### src/rtl/radiometer_pkg.sv
// Shared types and constants for the radiometer UART framing path.
// Build option: FRAME_CHECKSUM_EN adds the CSUM state to the frame FSM.
package radiometer_pkg;

  localparam int BYTE_W   = 8;
  localparam int SAMPLE_W = 12;

  localparam logic [BYTE_W-1:0] SYNC_BYTE_DEFAULT = 8'hA5;

  typedef enum logic [2:0] {
    ST_IDLE,
    ST_SYNC,
    ST_SEQ,
    ST_HI,
    ST_LO,
`ifdef FRAME_CHECKSUM_EN
    ST_CSUM,
`endif
    ST_WAIT
  } state_t;

  // Upper nibble of a sample, zero-extended to a byte.
  function automatic logic [BYTE_W-1:0] sample_hi_byte(input logic [SAMPLE_W-1:0] s);
    return {4'h0, s[SAMPLE_W-1:BYTE_W]};
  endfunction

endpackage

### src/rtl/uart_frame_scheduler_if.sv
// Sample-in / UART-byte-out bundle of the frame scheduler.
// master = scheduler side, slave = surrounding logic (demod, UART, switch).
interface uart_frame_scheduler_if;
  import radiometer_pkg::*;

  logic                enable;
  logic                sample_valid;
  logic [SAMPLE_W-1:0] sample;
  logic                uart_busy;
  logic                uart_tx_en;
  logic [BYTE_W-1:0]   uart_tx_data;
  logic                frame_active;
  logic                overrun;

  modport master (
    input  enable, sample_valid, sample, uart_busy,
    output uart_tx_en, uart_tx_data, frame_active, overrun
  );

  modport slave (
    output enable, sample_valid, sample, uart_busy,
    input  uart_tx_en, uart_tx_data, frame_active, overrun
  );

endinterface

### src/rtl/uart_frame_scheduler_sample_fifo.sv
// Synchronous show-ahead FIFO for demodulated samples; the head is always
// visible on o_head. A push while full is accepted only if a pop happens too.
module sample_fifo #(
  parameter  int WIDTH = 12,
  parameter  int DEPTH = 8,
  localparam int AW    = $clog2(DEPTH)
) (
  input  logic             clk,
  input  logic             rst,
  input  logic             i_push,
  input  logic [WIDTH-1:0] i_data,
  input  logic             i_pop,
  output logic [WIDTH-1:0] o_head,
  output logic             o_full,
  output logic             o_empty,
  output logic [AW:0]      o_count
);

  logic [WIDTH-1:0] r_mem [DEPTH];
  logic [AW-1:0]    r_wr_ptr;
  logic [AW-1:0]    r_rd_ptr;
  logic [AW:0]      r_count;
  logic             w_push_ok;
  logic             w_pop_ok;

  assign o_full    = (r_count == (AW+1)'(DEPTH));
  assign o_empty   = (r_count == '0);
  assign o_count   = r_count;
  assign o_head    = r_mem[r_rd_ptr];
  assign w_pop_ok  = i_pop && !o_empty;
  assign w_push_ok = i_push && (!o_full || w_pop_ok);

  // NOTE: storage has no reset; pointers and count define validity, and an
  // unreset array maps onto plain RAM/LUT-RAM.
  always_ff @(posedge clk) begin
    if (w_push_ok) r_mem[r_wr_ptr] <= i_data;
  end

  // NOTE: clocked state uses non-blocking assignments so every register
  // samples pre-edge values regardless of statement order.
  always_ff @(posedge clk) begin
    if (rst) begin
      r_wr_ptr <= '0;
      r_rd_ptr <= '0;
      r_count  <= '0;
    end else begin
      if (w_push_ok) r_wr_ptr <= r_wr_ptr + AW'(1);
      if (w_pop_ok)  r_rd_ptr <= r_rd_ptr + AW'(1);
      case ({w_push_ok, w_pop_ok})
        2'b10:   r_count <= r_count + (AW+1)'(1);
        2'b01:   r_count <= r_count - (AW+1)'(1);
        default: r_count <= r_count;
      endcase
    end
  end

endmodule

### src/rtl/uart_frame_scheduler.sv
// Frames buffered samples as SYNC, seq, {hi, lo} x N [, checksum] for a
// byte-wide UART. Build option: FRAME_CHECKSUM_EN appends an XOR checksum.
module uart_frame_scheduler
  import radiometer_pkg::*;
#(
  parameter int                SAMPLES_PER_FRAME = 4,
  parameter int                FIFO_DEPTH        = 8,
  parameter logic [BYTE_W-1:0] SYNC_BYTE         = SYNC_BYTE_DEFAULT
) (
  input  logic                   clk,
  input  logic                   rst,
  uart_frame_scheduler_if.master bus
);

  localparam int CW = $clog2(FIFO_DEPTH) + 1;

  state_t              r_state;
  state_t              w_next_state;
  state_t              r_ret_state;
  state_t              w_follow_state;
  logic                r_wait_first;
  logic [BYTE_W-1:0]   r_seq;
  logic [BYTE_W-1:0]   r_last_byte;
  logic [BYTE_W-1:0]   w_byte;
  logic [7:0]          r_sample_idx;
  logic                r_overrun;
  logic                w_byte_state;
  logic                w_strobe;
  logic                w_wait_done;
  logic                w_last_sample;
  logic                w_pop;
  logic                w_drop;
  logic [SAMPLE_W-1:0] w_head;
  logic                w_full;
  logic                w_empty;
  logic [CW-1:0]       w_count;
`ifdef FRAME_CHECKSUM_EN
  logic [BYTE_W-1:0]   r_csum;
`endif

  sample_fifo #(
    .WIDTH (SAMPLE_W),
    .DEPTH (FIFO_DEPTH)
  ) u_fifo (
    .clk     (clk),
    .rst     (rst),
    .i_push  (bus.sample_valid),
    .i_data  (bus.sample),
    .i_pop   (w_pop),
    .o_head  (w_head),
    .o_full  (w_full),
    .o_empty (w_empty),
    .o_count (w_count)
  );

  assign w_byte_state  = (r_state != ST_IDLE) && (r_state != ST_WAIT);
  assign w_strobe      = w_byte_state && !bus.uart_busy;
  // The first WAIT cycle covers the transmitter's busy-rise latency.
  assign w_wait_done   = (r_state == ST_WAIT) && !r_wait_first && !bus.uart_busy;
  assign w_last_sample = (r_sample_idx == 8'(SAMPLES_PER_FRAME - 1));
  assign w_pop         = w_strobe && (r_state == ST_LO) && !w_empty;
  assign w_drop        = bus.sample_valid && w_full && !w_pop;

  always_ff @(posedge clk) begin
    if (rst) r_state <= ST_IDLE;
    else     r_state <= w_next_state;
  end

  // NOTE: every combinational output gets a default first, so no path can
  // leave it unassigned and infer a latch.
  always_comb begin
    w_next_state   = r_state;
    w_follow_state = ST_IDLE;
    unique case (r_state)
      ST_SYNC: w_follow_state = ST_SEQ;
      ST_SEQ:  w_follow_state = ST_HI;
      ST_HI:   w_follow_state = ST_LO;
`ifdef FRAME_CHECKSUM_EN
      ST_LO:   w_follow_state = w_last_sample ? ST_CSUM : ST_HI;
`else
      ST_LO:   w_follow_state = w_last_sample ? ST_IDLE : ST_HI;
`endif
      default: w_follow_state = ST_IDLE;
    endcase

    unique case (r_state)
      ST_IDLE: if (bus.enable && w_count >= CW'(SAMPLES_PER_FRAME)) w_next_state = ST_SYNC;
      ST_WAIT: if (w_wait_done) w_next_state = r_ret_state;
      default: if (w_strobe) w_next_state = ST_WAIT;
    endcase
  end

  always_comb begin
    w_byte = r_last_byte;
    unique case (r_state)
      ST_SYNC: w_byte = SYNC_BYTE;
      ST_SEQ:  w_byte = r_seq;
      ST_HI:   w_byte = sample_hi_byte(w_head);
      ST_LO:   w_byte = w_head[BYTE_W-1:0];
`ifdef FRAME_CHECKSUM_EN
      ST_CSUM: w_byte = r_csum;
`endif
      default: w_byte = r_last_byte;
    endcase
    bus.uart_tx_en   = w_strobe;
    bus.uart_tx_data = w_strobe ? w_byte : r_last_byte;
    bus.frame_active = (r_state != ST_IDLE) && ((r_state != ST_SYNC) || w_strobe);
  end

  assign bus.overrun = r_overrun;

  always_ff @(posedge clk) begin
    if (rst) begin
      r_ret_state  <= ST_IDLE;
      r_wait_first <= 1'b0;
      r_seq        <= '0;
      r_sample_idx <= '0;
      r_last_byte  <= '0;
      r_overrun    <= 1'b0;
    end else begin
      r_wait_first <= w_strobe;
      if (w_drop) r_overrun <= 1'b1;
      if (w_strobe) begin
        r_last_byte <= w_byte;
        r_ret_state <= w_follow_state;
      end
      if (w_strobe && r_state == ST_SYNC) r_sample_idx <= '0;
      else if (w_pop)                     r_sample_idx <= r_sample_idx + 8'd1;
      if (w_wait_done && r_ret_state == ST_IDLE) r_seq <= r_seq + 8'd1;
    end
  end

`ifdef FRAME_CHECKSUM_EN
  always_ff @(posedge clk) begin
    if (rst) begin
      r_csum <= '0;
    end else if (w_strobe) begin
      if (r_state == ST_SYNC) r_csum <= '0;
      else if (r_state == ST_SEQ || r_state == ST_HI || r_state == ST_LO) r_csum <= r_csum ^ w_byte;
    end
  end
`endif

endmodule
### src/flat_wrapper.sv
// flat-port wrapper written by rule: the top's interface ports become plain ports
module uart_frame_scheduler_flat import radiometer_pkg::*;
#(
  parameter int                SAMPLES_PER_FRAME = 4,
  parameter int                FIFO_DEPTH        = 8,
  parameter logic [BYTE_W-1:0] SYNC_BYTE         = SYNC_BYTE_DEFAULT
)
  (clk, rst, bus_enable, bus_sample_valid, bus_sample, bus_uart_busy, bus_uart_tx_en, bus_uart_tx_data, bus_frame_active, bus_overrun);
  uart_frame_scheduler_if bus_i ();
  input  logic clk;
  input  logic rst;
  input wire logic [$bits(bus_i.enable)-1:0] bus_enable;
  input wire logic [$bits(bus_i.sample_valid)-1:0] bus_sample_valid;
  input wire logic [$bits(bus_i.sample)-1:0] bus_sample;
  input wire logic [$bits(bus_i.uart_busy)-1:0] bus_uart_busy;
  output wire logic [$bits(bus_i.uart_tx_en)-1:0] bus_uart_tx_en;
  output wire logic [$bits(bus_i.uart_tx_data)-1:0] bus_uart_tx_data;
  output wire logic [$bits(bus_i.frame_active)-1:0] bus_frame_active;
  output wire logic [$bits(bus_i.overrun)-1:0] bus_overrun;
  assign bus_i.enable = bus_enable;
  assign bus_i.sample_valid = bus_sample_valid;
  assign bus_i.sample = bus_sample;
  assign bus_i.uart_busy = bus_uart_busy;
  assign bus_uart_tx_en = bus_i.uart_tx_en;
  assign bus_uart_tx_data = bus_i.uart_tx_data;
  assign bus_frame_active = bus_i.frame_active;
  assign bus_overrun = bus_i.overrun;
  uart_frame_scheduler #(.SAMPLES_PER_FRAME(SAMPLES_PER_FRAME), .FIFO_DEPTH(FIFO_DEPTH), .SYNC_BYTE(SYNC_BYTE)) u_core (.clk(clk), .rst(rst), .bus(bus_i));
endmodule
### config.mk
export PLATFORM = sky130hd
export DESIGN_NAME = uart_frame_scheduler_flat
export DESIGN_NICKNAME = d
export VERILOG_FILES = /design/src/rtl/radiometer_pkg.sv /design/src/rtl/uart_frame_scheduler_if.sv /design/src/rtl/uart_frame_scheduler_sample_fifo.sv /design/src/rtl/uart_frame_scheduler.sv /design/src/flat_wrapper.sv
export SDC_FILE = /design/constraint.sdc
export NUM_CORES = 1
export LEC_CHECK = 0
export BUFFER_PORTS_ARGS = -buffer_cell sky130_fd_sc_hd__buf_4
export CORE_MARGIN = 3
export CORE_UTILIZATION = 40
export CTS_CLUSTER_SIZE = 14
export DETAILED_ROUTE_END_ITERATION = 16
export HOLD_SLACK_MARGIN = 0.06
export PLACE_DENSITY = 0.57
export SYNTH_ARGS = -nofsm -noshare
export SYNTH_HDL_FRONTEND = slang
export SYNTH_SLANG_ARGS = --single-unit
export TNS_END_PERCENT = 5
### constraint.sdc
create_clock -name clk -period 4.4 [get_ports clk]
set_input_delay 0.66 -clock clk [delete_from_list [all_inputs] [get_ports clk]]
set_output_delay 0.66 -clock clk [all_outputs]
set_load 0.05 [all_outputs]
==> impl_results.md <==
- # setup viols final: 0
- Max transition margin: 37.8%
- Yosys reg bits: 141
- Via density per instance: 5.45
- Maxcap violations: 0
- TritonCTS Buffers: 17
- Via Count: 3762
- Tot GR Track Use: 16.6%
- Most used DFF post-synth: edfxtp_1
- Drc violations: 0
- Hold path depth: 2
- Total Wirelength: 13.0 mm
- Seq/Total Area, Yosys: 63.0%
- Clock Skew: 0.00871 ns
- Status: finished clean
- Mapped Avg Cell Area: 13.0 sq um
- Multi-input gate area: 0.00208 sq mm
- Worst r2r src: u_core.r_state[2]
- First-pass GRT wire length: 20.4 mm
- Final Instance Area: 0.00703 sq mm
- Layout cells sized above 1: 19.6%
- Yosys warns: 0
- Hold Slack: 0.462 ns
- Met1 WL: 6.04 mm
- Peak Freq: 0.297 GHz
- Layout area overhead: 17.0%
- Post-CTS setup buffers: 0
- Cts hold-fix bufs: 0
- Worst-path clk slew: 0.06 ns
- Power Density: 476 mW/mm^2
- Initial Util: 41.2%
- First-pass iteration count of the detailed router: 4
- Final Cycle Share: 76.6%
- Critical Path RT: 3.74 ns
- Initial DRC Count: 346
- Number of nets in the layout: 515
- Number of port buffers: 27
- Post-cts resize count: 0
- Unrepaired setup endpoints after global routing: false
- Post-route ant nets: 0
- Fin. max-slew vios: 0
- Worst-case reg-to-reg path depth: 7
- # rows: 44
- Synth unique cells: 52
- Largest net degree at the start of global routing: 39
- Mapped Area: 0.00601 sq mm
- Worst Path Arrival: 2.71 ns
- Critical path class: reg -> out
- CTS tree: built
- Register area: 0.00378 sq mm
- Endpoint class of the critical path: output pin
- Die Footprint: 0.0165 sq mm
- Worst slew pin tran: 0.932 ns
- Post-synth EDFFs: 96
- Crit path time final: 3.37 ns
- Met2 wire length: 6.18 mm
- RePlAce Congestion: 0.816
- Worst skew pair latency: 0.42 ns
- Die Wd: 129 um
- I/O pin total: 28
- Leak: 2.36 nW
- Fillers: 1277
- Grt total ovfl: 0
- DP HPWL: 8.32 mm
- Critical Path Start Type: flop
- Area of placed instances: 0.00643 sq mm
- DIE HEIGHT: 129 um
- Clock sinks: 141
- Async set or reset register ratio after synthesis: 0%
- # H-tree levels: 4
- CTS max path bufs: 2
- Antenna Cells: 0
- DR top layer: met4
- Placeable core area: 0.0146 sq mm
- Max VDD drop: 0.311 mV
- Vias in the first global route: 3689
- Post-Route Setup TNS: 0 ns
- Initial antenna violation count: 0
- Crit path max fanout: 18
- Final-report hold violation count: 0
- Cell count after synthesis: 462
- Synthesized net count: 484
- Hold Startpoint: u_core.r_ret_state[0]
- Met3 WL post-DR: 545 um
- Min-Delay Path Class: reg -> reg
- Average wire per standard cell: 18.8 um
- Clock root buffer: clkbuf_16
==> layout make-up <==
type	count	area share, %
Inverter	11	0.587
Tap cell	184	3.27
Clock inverter	15	2.53
Timing Repair Buffer	39	4.16
Clock buffer	17	6.05
Sequential cell	141	53.8
Multi-Input combinational cell	283	29.6
==> registers in the layout (all words and copies together), names as in the netlist, named ones only <==
signal	count
u_core.bus.overrun	1
u_core.r_last_byte	8
u_core.r_ret_state	3
u_core.r_sample_idx	8
u_core.r_seq	8
u_core.r_state	3
u_core.r_wait_first	1
u_core.u_fifo.o_count	4
u_core.u_fifo.r_mem	96
u_core.u_fifo.r_rd_ptr	3
u_core.u_fifo.r_wr_ptr	3
==> synth_stat cells (9+ instances only) <==
cell / number / area (sq um)
nand4_1: 11 / 68.8
mux2i_1: 27 / 270
inv_1: 10 / 37.5
edfxtp_1: 96 / 2880
nor2b_1: 9 / 56.3
nor3_1: 17 / 85.1
o21ai_0: 17 / 85.1
dfxtp_1: 45 / 901
a21oi_1: 21 / 105
nor2_1: 34 / 128
mux4_2: 12 / 270
or3_1: 10 / 62.6
nand3_1: 11 / 55.1
clkbuf_1: 17 / 63.8
nand2_1: 19 / 71.3
==> cells in the final DEF, fill, tap and decap left out, drive strengths merged, types with 3 or more instances in the layout <==
master | Yosys | layout
nand4 | 11 | 11
nor2b | 9 | 9
xnor2 | 8 | 8
mux4 | 12 | 12
dfxtp | 45 | 45
mux2 | 5 | 5
edfxtp | 96 | 96
nor3 | 17 | 17
clkbuf | 17 | 17
nor4b | 5 | 5
o31ai | 3 | 3
inv | 10 | 17
a21oi | 21 | 21
o2111ai | 3 | 3
xor2 | 6 | 6
mux2i | 27 | 27
o21ai | 18 | 18
nand2 | 19 | 19
or3 | 10 | 10
a31oi | 6 | 6
nand3 | 11 | 11
o221ai | 3 | 3
ha | 5 | 5
a211oi | 3 | 3
nand2b | 5 | 5
nor2 | 34 | 34
nor4 | 4 | 4
a22oi | 8 | 8
buf | 10 | 39
o211ai | 6 | 6
clkinv | 1 | 6
==> per-layer routing <==
metal  up-vias  track usage, %
met1      1840            22.5
met5         -               0
li1       1829               -
met3        15            4.44
met4         0            6.98
met2        78            25.4
==> worst max-delay path, cell delays in order, from the launching register on <==
cell      delay (ns)
dfxtp_1         0.93
mux4_2          0.41
mux2_2          0.29
a211oi_1        0.32
nor2_1          0.13
buf_4           0.21
==> stage by stage <==
step / power [mW] / setup WS [ns] / utilization [%] / std cells
2_1_floorplan: 1.79 / 1.55 / - / 462
3_3_place_gp: 1.91 / 1.46 / 44.1 / 658
3_5_place_dp: 1.92 / 1.45 / 44.1 / 658
4_1_cts: 3.37 / 0.990 / 48.2 / 690
5_1_grt: 3.47 / 0.895 / 48.2 / 690
6_report: 3.35 / 1.03 / 48.2 / 690
==> worst paths after layout <==
| path | slack [ns] | endpoint |
|---|---|---|
| setup / recovery | 1.03 | bus_uart_tx_data[5] |
| hold / removal | 0.46 | u_core.r_ret_state[0] |
| setup reg to reg | 1.59 | u_core.u_fifo.o_count[2] |
| hold reg to reg | 0.46 | u_core.r_ret_state[0] |
==> logic make-up (layout without fill, tap and decap cells) <==
kind of cell    count (synthesis)  in the layout  synth area share [%]
mux                            44             44                  9.93
xor+xnor                       14             14                  2.04
buf+inv                        38             82                  2.87
fa+ha+maj                       5              5                  1.04
compound gates                 81             81                  8.66
flops                         141            141                  63.0
simple gates                  139            139                  12.5
==> power breakdown <==
group | leakage, nW | internal (mW) | total [mW] | switching (mW)
clock network | 0.294 | 0.856 | 1.46 | 0.600
registers | 1.24 | 1.46 | 1.51 | 0.0513
logic | 0.825 | 0.131 | 0.377 | 0.246
total | 2.36 | 2.45 | 3.35 | 0.897
Power figures use the tool's default switching activity.
